--- src/rtl/lsu_ctrl.sv ---
`default_nettype none
// ============================================================================
//  Module   : lsu_ctrl
//  Purpose  : RV32I load/store unit in front of a word-addressed dmem; sub-word
//             stores via read-modify-write, fault reporting without mem access.
//  Revision : 1.0
// ============================================================================
module lsu_ctrl #(
   parameter int MEM_SIZE = 64
) (
   input  logic        clk,
   input  logic        reset,
   input  logic        req_valid,
   output logic        req_ready,
   input  logic        req_we,
   input  logic [2:0]  req_funct3,
   input  logic [31:0] req_addr,
   input  logic [31:0] req_wdata,
   output logic        resp_valid,
   output logic [31:0] resp_rdata,
   output logic        resp_err,
   output logic [1:0]  resp_cause,
   output logic        mem_we,
   output logic [31:0] mem_a,
   output logic [31:0] mem_wd,
   input  logic [31:0] mem_rd
);

   localparam logic [31:0] C_MEM_WORDS = 32'(MEM_SIZE);

   typedef enum logic [2:0] {
      S_IDLE  = 3'd0,
      S_LOAD  = 3'd1,
      S_MERGE = 3'd2,
      S_WRITE = 3'd3,
      S_RESP  = 3'd4
   } state_t;

   state_t      state_q, state_d;
   logic [31:0] addr_q, addr_d;
   logic [31:0] wdata_q, wdata_d;
   logic [31:0] rdata_q, rdata_d;
   logic [31:0] merged_q, merged_d;
   logic [2:0]  funct3_q, funct3_d;
   logic        we_q, we_d;
   logic        err_q, err_d;
   logic [1:0]  cause_q, cause_d;

   logic        w_illegal, w_misalign, w_range;
   logic [31:0] w_word_idx;
   logic [7:0]  w_byte;
   logic [15:0] w_half;
   logic [31:0] w_load_ext;
   logic [31:0] w_merged;

   assign w_word_idx = {2'b00, addr_q[31:2]};

   // Fault checks look at the live request since they decide the accept transition.
   always_comb begin
      w_illegal = 1'b0;
      if (req_we) begin
         w_illegal = !(req_funct3 inside {3'b000, 3'b001, 3'b010});
      end else begin
         w_illegal = req_funct3 inside {3'b011, 3'b110, 3'b111};
      end
      w_misalign = ((req_funct3[1:0] == 2'b01) && req_addr[0]) ||
                   ((req_funct3[1:0] == 2'b10) && (req_addr[1:0] != 2'b00));
      w_range    = {2'b00, req_addr[31:2]} >= C_MEM_WORDS;
   end

   always_comb begin
      w_byte = 8'h00;
      case (addr_q[1:0])
         2'b00:   w_byte = mem_rd[7:0];
         2'b01:   w_byte = mem_rd[15:8];
         2'b10:   w_byte = mem_rd[23:16];
         default: w_byte = mem_rd[31:24];
      endcase
      w_half = addr_q[1] ? mem_rd[31:16] : mem_rd[15:0];

      w_load_ext = mem_rd;
      case (funct3_q)
         3'b000:  w_load_ext = {{24{w_byte[7]}}, w_byte};
         3'b100:  w_load_ext = {24'h000000, w_byte};
         3'b001:  w_load_ext = {{16{w_half[15]}}, w_half};
         3'b101:  w_load_ext = {16'h0000, w_half};
         default: w_load_ext = mem_rd;
      endcase

      w_merged = mem_rd;
      if (funct3_q[1:0] == 2'b00) begin
         case (addr_q[1:0])
            2'b00:   w_merged[7:0]   = wdata_q[7:0];
            2'b01:   w_merged[15:8]  = wdata_q[7:0];
            2'b10:   w_merged[23:16] = wdata_q[7:0];
            default: w_merged[31:24] = wdata_q[7:0];
         endcase
      end else if (funct3_q[1:0] == 2'b01) begin
         if (addr_q[1]) w_merged[31:16] = wdata_q[15:0];
         else           w_merged[15:0]  = wdata_q[15:0];
      end
   end

   always_comb begin
      state_d    = state_q;
      addr_d     = addr_q;
      wdata_d    = wdata_q;
      rdata_d    = rdata_q;
      merged_d   = merged_q;
      funct3_d   = funct3_q;
      we_d       = we_q;
      err_d      = err_q;
      cause_d    = cause_q;
      req_ready  = 1'b0;
      resp_valid = 1'b0;
      resp_rdata = 32'h0;
      resp_err   = 1'b0;
      resp_cause = 2'b00;
      mem_we     = 1'b0;
      mem_a      = 32'h0;
      mem_wd     = 32'h0;

      case (state_q)
         S_IDLE: begin
            req_ready = 1'b1;
            if (req_valid) begin
               addr_d   = req_addr;
               wdata_d  = req_wdata;
               funct3_d = req_funct3;
               we_d     = req_we;
               rdata_d  = 32'h0;
               merged_d = 32'h0;
               err_d    = 1'b1;
               cause_d  = 2'b00;
               if (w_illegal) begin
                  cause_d = 2'b11;
                  state_d = S_RESP;
               end else if (w_misalign) begin
                  cause_d = 2'b01;
                  state_d = S_RESP;
               end else if (w_range) begin
                  cause_d = 2'b10;
                  state_d = S_RESP;
               end else begin
                  err_d = 1'b0;
                  if (!req_we)                        state_d = S_LOAD;
                  else if (req_funct3[1:0] == 2'b10) state_d = S_WRITE;
                  else                                state_d = S_MERGE;
               end
            end
         end
         S_LOAD: begin
            mem_a   = w_word_idx;
            rdata_d = w_load_ext;
            state_d = S_RESP;
         end
         S_MERGE: begin
            mem_a    = w_word_idx;
            merged_d = w_merged;
            state_d  = S_WRITE;
         end
         S_WRITE: begin
            mem_we  = we_q;
            mem_a   = w_word_idx;
            mem_wd  = (funct3_q[1:0] == 2'b10) ? wdata_q : merged_q;
            state_d = S_RESP;
         end
         S_RESP: begin
            resp_valid = 1'b1;
            resp_rdata = rdata_q;
            resp_err   = err_q;
            resp_cause = cause_q;
            state_d    = S_IDLE;
         end
         default: state_d = S_IDLE;
      endcase
   end

   always_ff @(posedge clk or posedge reset) begin
      if (reset) begin
         state_q  <= S_IDLE;
         addr_q   <= 32'h0;
         wdata_q  <= 32'h0;
         rdata_q  <= 32'h0;
         merged_q <= 32'h0;
         funct3_q <= 3'b000;
         we_q     <= 1'b0;
         err_q    <= 1'b0;
         cause_q  <= 2'b00;
      end else begin
         state_q  <= state_d;
         addr_q   <= addr_d;
         wdata_q  <= wdata_d;
         rdata_q  <= rdata_d;
         merged_q <= merged_d;
         funct3_q <= funct3_d;
         we_q     <= we_d;
         err_q    <= err_d;
         cause_q  <= cause_d;
      end
   end

endmodule
`default_nettype wire

--- config.mk ---
export PLATFORM = sky130hd
export DESIGN_NAME = lsu_ctrl
export DESIGN_NICKNAME = d
export VERILOG_FILES = /design/src/rtl/lsu_ctrl.sv
export SDC_FILE = /design/constraint.sdc
export NUM_CORES = 1
export LEC_CHECK = 0
export ABC_AREA = 1
export BUFFER_PORTS_ARGS = -buffer_cell sky130_fd_sc_hd__buf_2
export CELL_PAD_IN_SITES_DETAIL_PLACEMENT = 0
export CELL_PAD_IN_SITES_GLOBAL_PLACEMENT = 1
export CORE_MARGIN = 5
export CORE_UTILIZATION = 38
export DETAILED_ROUTE_END_ITERATION = 7
export PLACE_DENSITY_LB_ADDON = 0.1
export RECOVER_POWER = 100
export SKIP_CTS_REPAIR_TIMING = 1
export SLEW_MARGIN = 20
export SYNTH_ARGS = -nofsm -noshare
export SYNTH_HDL_FRONTEND = slang
export SYNTH_SLANG_ARGS = --single-unit
--- constraint.sdc ---
create_clock -name clk -period 5.3 [get_ports clk]
set_input_delay 0.53 -clock clk [delete_from_list [all_inputs] [get_ports clk]]
set_output_delay 0.53 -clock clk [all_outputs]
set_load 0.03 [all_outputs]
After elaboration in Yosys (flattened, before gate mapping)

Cells that the tools add are included.

Flip-flop bits (word level): 138
Output and inout port bits: 102
Word-level logic and storage cells: 86

Order comparisons: 1
Eq/ne operators: 19
Muxes and demuxes: 37
Reductions and logical operators: 20

Operators with widths:

| cell                                                                                 | number |
|---|---|
| 32-bit two-way mux                                                                   | 6 |
| 32-bit case mux with 2 select lines                                                  | 2 |
| 32-bit case mux with 4 select lines                                                  | 1 |
| 16-bit two-way mux                                                                   | 3 |
| 8-bit two-way mux                                                                    | 4 |
| 30-bit by 7-bit greater-or-equal comparator with 1-bit output, second input constant | 1 |
| 30-bit two-way mux                                                                   | 1 |
| 8-bit case mux with 3 select lines                                                   | 1 |
| 3-bit == test, second input constant                                                 | 5 |
| 3-bit by 2-bit == test with 1-bit output, second input constant                      | 4 |
| 3-bit two-way mux                                                                    | 4 |
| 2-bit two-way mux                                                                    | 5 |
| 3-bit by 1-bit == test with 1-bit output, second input constant                      | 3 |
| 3-bit zero test                                                                      | 3 |
| 1-bit two-way mux                                                                    | 9 |
| 3-bit case mux with 3 select lines                                                   | 1 |
| 2-bit by 1-bit == test with 1-bit output, second input constant                      | 3 |
| 2-bit == test, second input constant                                                 | 3 |
| 2-bit AND reduction                                                                  | 3 |
| 2-bit nonzero test                                                                   | 3 |
| 3-bit nonzero test                                                                   | 2 |
| 3-bit OR reduction                                                                   | 2 |
| 2-bit zero test                                                                      | 2 |
| 1-bit logical AND                                                                    | 2 |
| other kinds (4)                                                                      | 4 |

Logic depth before layout (Yosys ltp)

Depth after elaboration: 8
Mapped depth: 10
Gate-level depth less buffers: 8

Worst setup path before layout

No wires, ideal clock.

Path kind: register to output
From: register funct3_q[0]
To: output port mem_wd[12]
Arrival: 1841 ps
Data required time: 4770 ps
Slack: 2929 ps
Cell stages (with the launch flop): 5
Buffers on the path: 1
Cell sequence: dfrtp_1 > nor2_1 > clkbuf_1 > nor2_1 > a211oi_1

Cells in the longest elaborated chain, start to end: 3

Ends and longest elaborated chain:

| element                  | RTL line | source |
|---|---|---|
| start: declaration       | 44       | `logic [2:0] funct3_q, funct3_d;` |
| start signal: assignment | 196      | `funct3_q <= funct3_d;` |
| 2-bit == test            | 165      | `mem_wd = (funct3_q[1:0] == 2'b10) ? wdata_q : merged_q;` |
| 32-bit two-way mux       | 165      |  |
| 32-bit two-way mux       | 123      | `case (state_q)` |
| end: declaration         | 25       | `output logic [31:0] mem_wd,` |

No other way between the ends.

Final worst setup path

From: register funct3_q[1]
To: output port mem_wd[21]

Same word-level chain as after synthesis.

==> impl_results.md <==
* Rows at 52
* Post-synthesis cell count at 1122
* Worst path max stage delay at 0.79 ns
* RePlAce Congestion at 0.864
* Largest net degree at the start of global routing at 112
* ANT nets after route at 0
* Share of cells above drive strength 1 at 11.9%
* Crit path kind: reg -> out
* CP delay by family, top: buffers and inverters
* Tmin final at 4.09 ns
* Cell count along the critical path at 7
* Sequential fraction of the synthesis area at 44.2%
* Routed vias/inst at 4.89
* Final setup violating endpoints at 0
* Setup total negative slack at 0 ns
* 1st-iter DRT viols at 599
* Fillers at 2253
* Crit path cell chain: inv_1, nor2_1, buf_4, inv_1, nor2_1, a211oi_1, clkbuf_1
* Post-synthesis register bit count at 138
* Wire per inst at 16.4 um
* CTS buffer count at 17
* Synth Area per Inst at 6.97 um2
* Worst-path clk slew at 0.06 ns
* # DRC at 0
* Arrival @ worst endpoint at 3.56 ns
* Distinct cells, synth at 26
* CP endpoint kind: output port
* Die area at 23600 um2
* R2R setup slack at 1.84 ns
* Die span in y at 153 um
* Fin. Hold Viols at 0
* GRT Total Usage at 21.5%
* Failing checks: max-capacitance violations, max-slew violations
* Critical Path Start Type: register
* Initial antenna violation count at 1
* Die X at 153 um
* Final Cycle Share at 77.1%
* Crit path max fanout at 40
* Worst EP required at 4.77 ns
* # nets final at 1381
* Post-Route WL at 25600 um
* Syn Std Cell Area at 7820 um2
* P_leak at 4.51 nW
* Clock Latency Late Sink at 0.42 ns
* CTS tree: done
* Vias in the first global route at 7271
* Core area at 20200 um2
* Drt pass-1 iters at 5
* Clock sink count at 138
* Max Clock Freq at 0.245 GHz
* Status: complete, but fails checks
* CP bufs+invs at 4
* Fin Clk Skew at 0.00875 ns
* CP max stage cell: inv_1
* Gr ovfl total at 0
* Clk root buf: clkbuf_16
* Fin. max-slew vios at 217
* # IOs at 205
* Area growth syn-to-layout at 20.2%
* Final Util at 46.5%
* Hold WC Path Type: in -> async
* Pwr Density at 487 nW/um2
* Synthesis Warnings at 0
* Max cap viols at 4
* Worst VDD drop at 0.235 mV
* First-pass GRT wire length at 40300 um
* Initial core utilization at 38.7%
* Max-slew headroom at -36.9%
* Worst R2R Path Depth at 8
* Clock tree buffer depth at 2
* RSZ-0062 raised after global routing: no
* IO buf count at 202
* CTS H-tree lvls at 4
* Measured slew at the worst slew-check pin at 2.05 ns
* Post-DP HPWL at 18800 um
* Total vias in the final route at 7645
[per-stage QoR]
step | hold WS (ns) | instances | setup WS [ns] | power [mW] | cell area [um2]
after floorplan | 0.443 | 1123 | 1.07 | 2.86 | 7830
after global placement | 0.461 | 1529 | 2.16 | 3.27 | 8900
after detailed placement | 0.463 | 1529 | 2.08 | 3.29 | 8900
after CTS | 0.283 | 1561 | 1.61 | 4.61 | 9550
after global routing | 0.293 | 1561 | 0.857 | 4.91 | 9400
final | 0.281 | 1563 | 1.21 | 4.58 | 9400
[worst paths after layout]
check	start	to
max reg2reg	funct3_q[1]$_DFFE_PP0P_	merged_q[30]$_DFFE_PP0P_
min	reset	rdata_q[18]$_DFFE_PP0P_
max	funct3_q[1]$_DFFE_PP0P_	mem_wd[21]
max in group asynchronous	reset	merged_q[28]$_DFFE_PP0P_
min in group clk	req_wdata[20]	wdata_q[20]$_DFFE_PP0P_
min reg2reg	wdata_q[21]$_DFFE_PP0P_	wdata_q[21]$_DFFE_PP0P_
[layout by cell type (no fill, tap or decap), types with 17 or more instances in the layout]
cell         n
o21ai_0    114
nor2_1     129
inv_1      119
nand3_1     89
buf_2      107
dfrtp_1    138
nand2_1    344
a21oi_1     23
clkbuf_16   17
a211oi_1    24
clkbuf_1   103
[synth_stat cells]
cell	n	area share, %
buf_2	30	1.9
buf_4	4	0.38
inv_1	116	5.6
a21oi_1	23	1.5
nand3_2	1	0.13
nand2_1	344	17
buf_6	1	0.14
buf_1	5	0.24
nand3_1	89	5.7
nor2_4	4	0.58
nand3b_1	16	1.5
clkbuf_1	33	1.6
o2111ai_1	3	0.34
nor2_2	3	0.24
conb_1	1	0.048
a211oi_1	24	2.3
o21bai_1	1	0.096
inv_2	8	0.38
o21ai_1	8	0.51
or2_2	3	0.24
nor2_1	128	6.1
o21ai_0	107	6.8
o211ai_1	15	1.4
o22ai_1	16	1.3
dfrtp_1	138	44
nand3_4	1	0.22
[layout make-up]
type / count / area (um2) / area share [%]
antenna: 2 / 5.00 / 0.0532
clock buffer: 22 / 454 / 4.83
clock inverter: 10 / 191 / 2.04
inverter: 124 / 470 / 5.00
multi-input combinational: 788 / 3560 / 37.9
sequential: 138 / 3450 / 36.7
tap: 270 / 338 / 3.59
timing repair buffer: 209 / 927 / 9.86
[sequential cells by signal, summed over array words and instances (netlist names)]
signal    count
err_q         1
cause_q       2
addr_q       32
funct3_q      3
wdata_q      32
rdata_q      32
merged_q     32
we_q          1
state_q       3
[power breakdown]
part	total, mW	leakage, nW	switching, mW	internal, mW
Sequential	1.60	1.81	0.277	1.33
Clock	1.31	0.305	0.461	0.850
Combinational	1.67	2.40	1.19	0.478
[routing by layer]
layer  share of wire (%)  wire length (um)  track usage (%)
met5               0.043                11                0
met3                 6.5              1660             4.66
met4                 1.6               422             5.89
met2                  45             11500             33.3
met1                  47             12100             30.6
[cells by family after synthesis]
family	count (synthesis)	share of synthesized area [%]
AO/OA/AOI/OAI	197	14.3
buffers and inverters	197	10.2
flip-flops	138	44.2
other	1	0.0479
AND/OR/NAND/NOR	589	31.3
(Power assumes the default switching activity.)
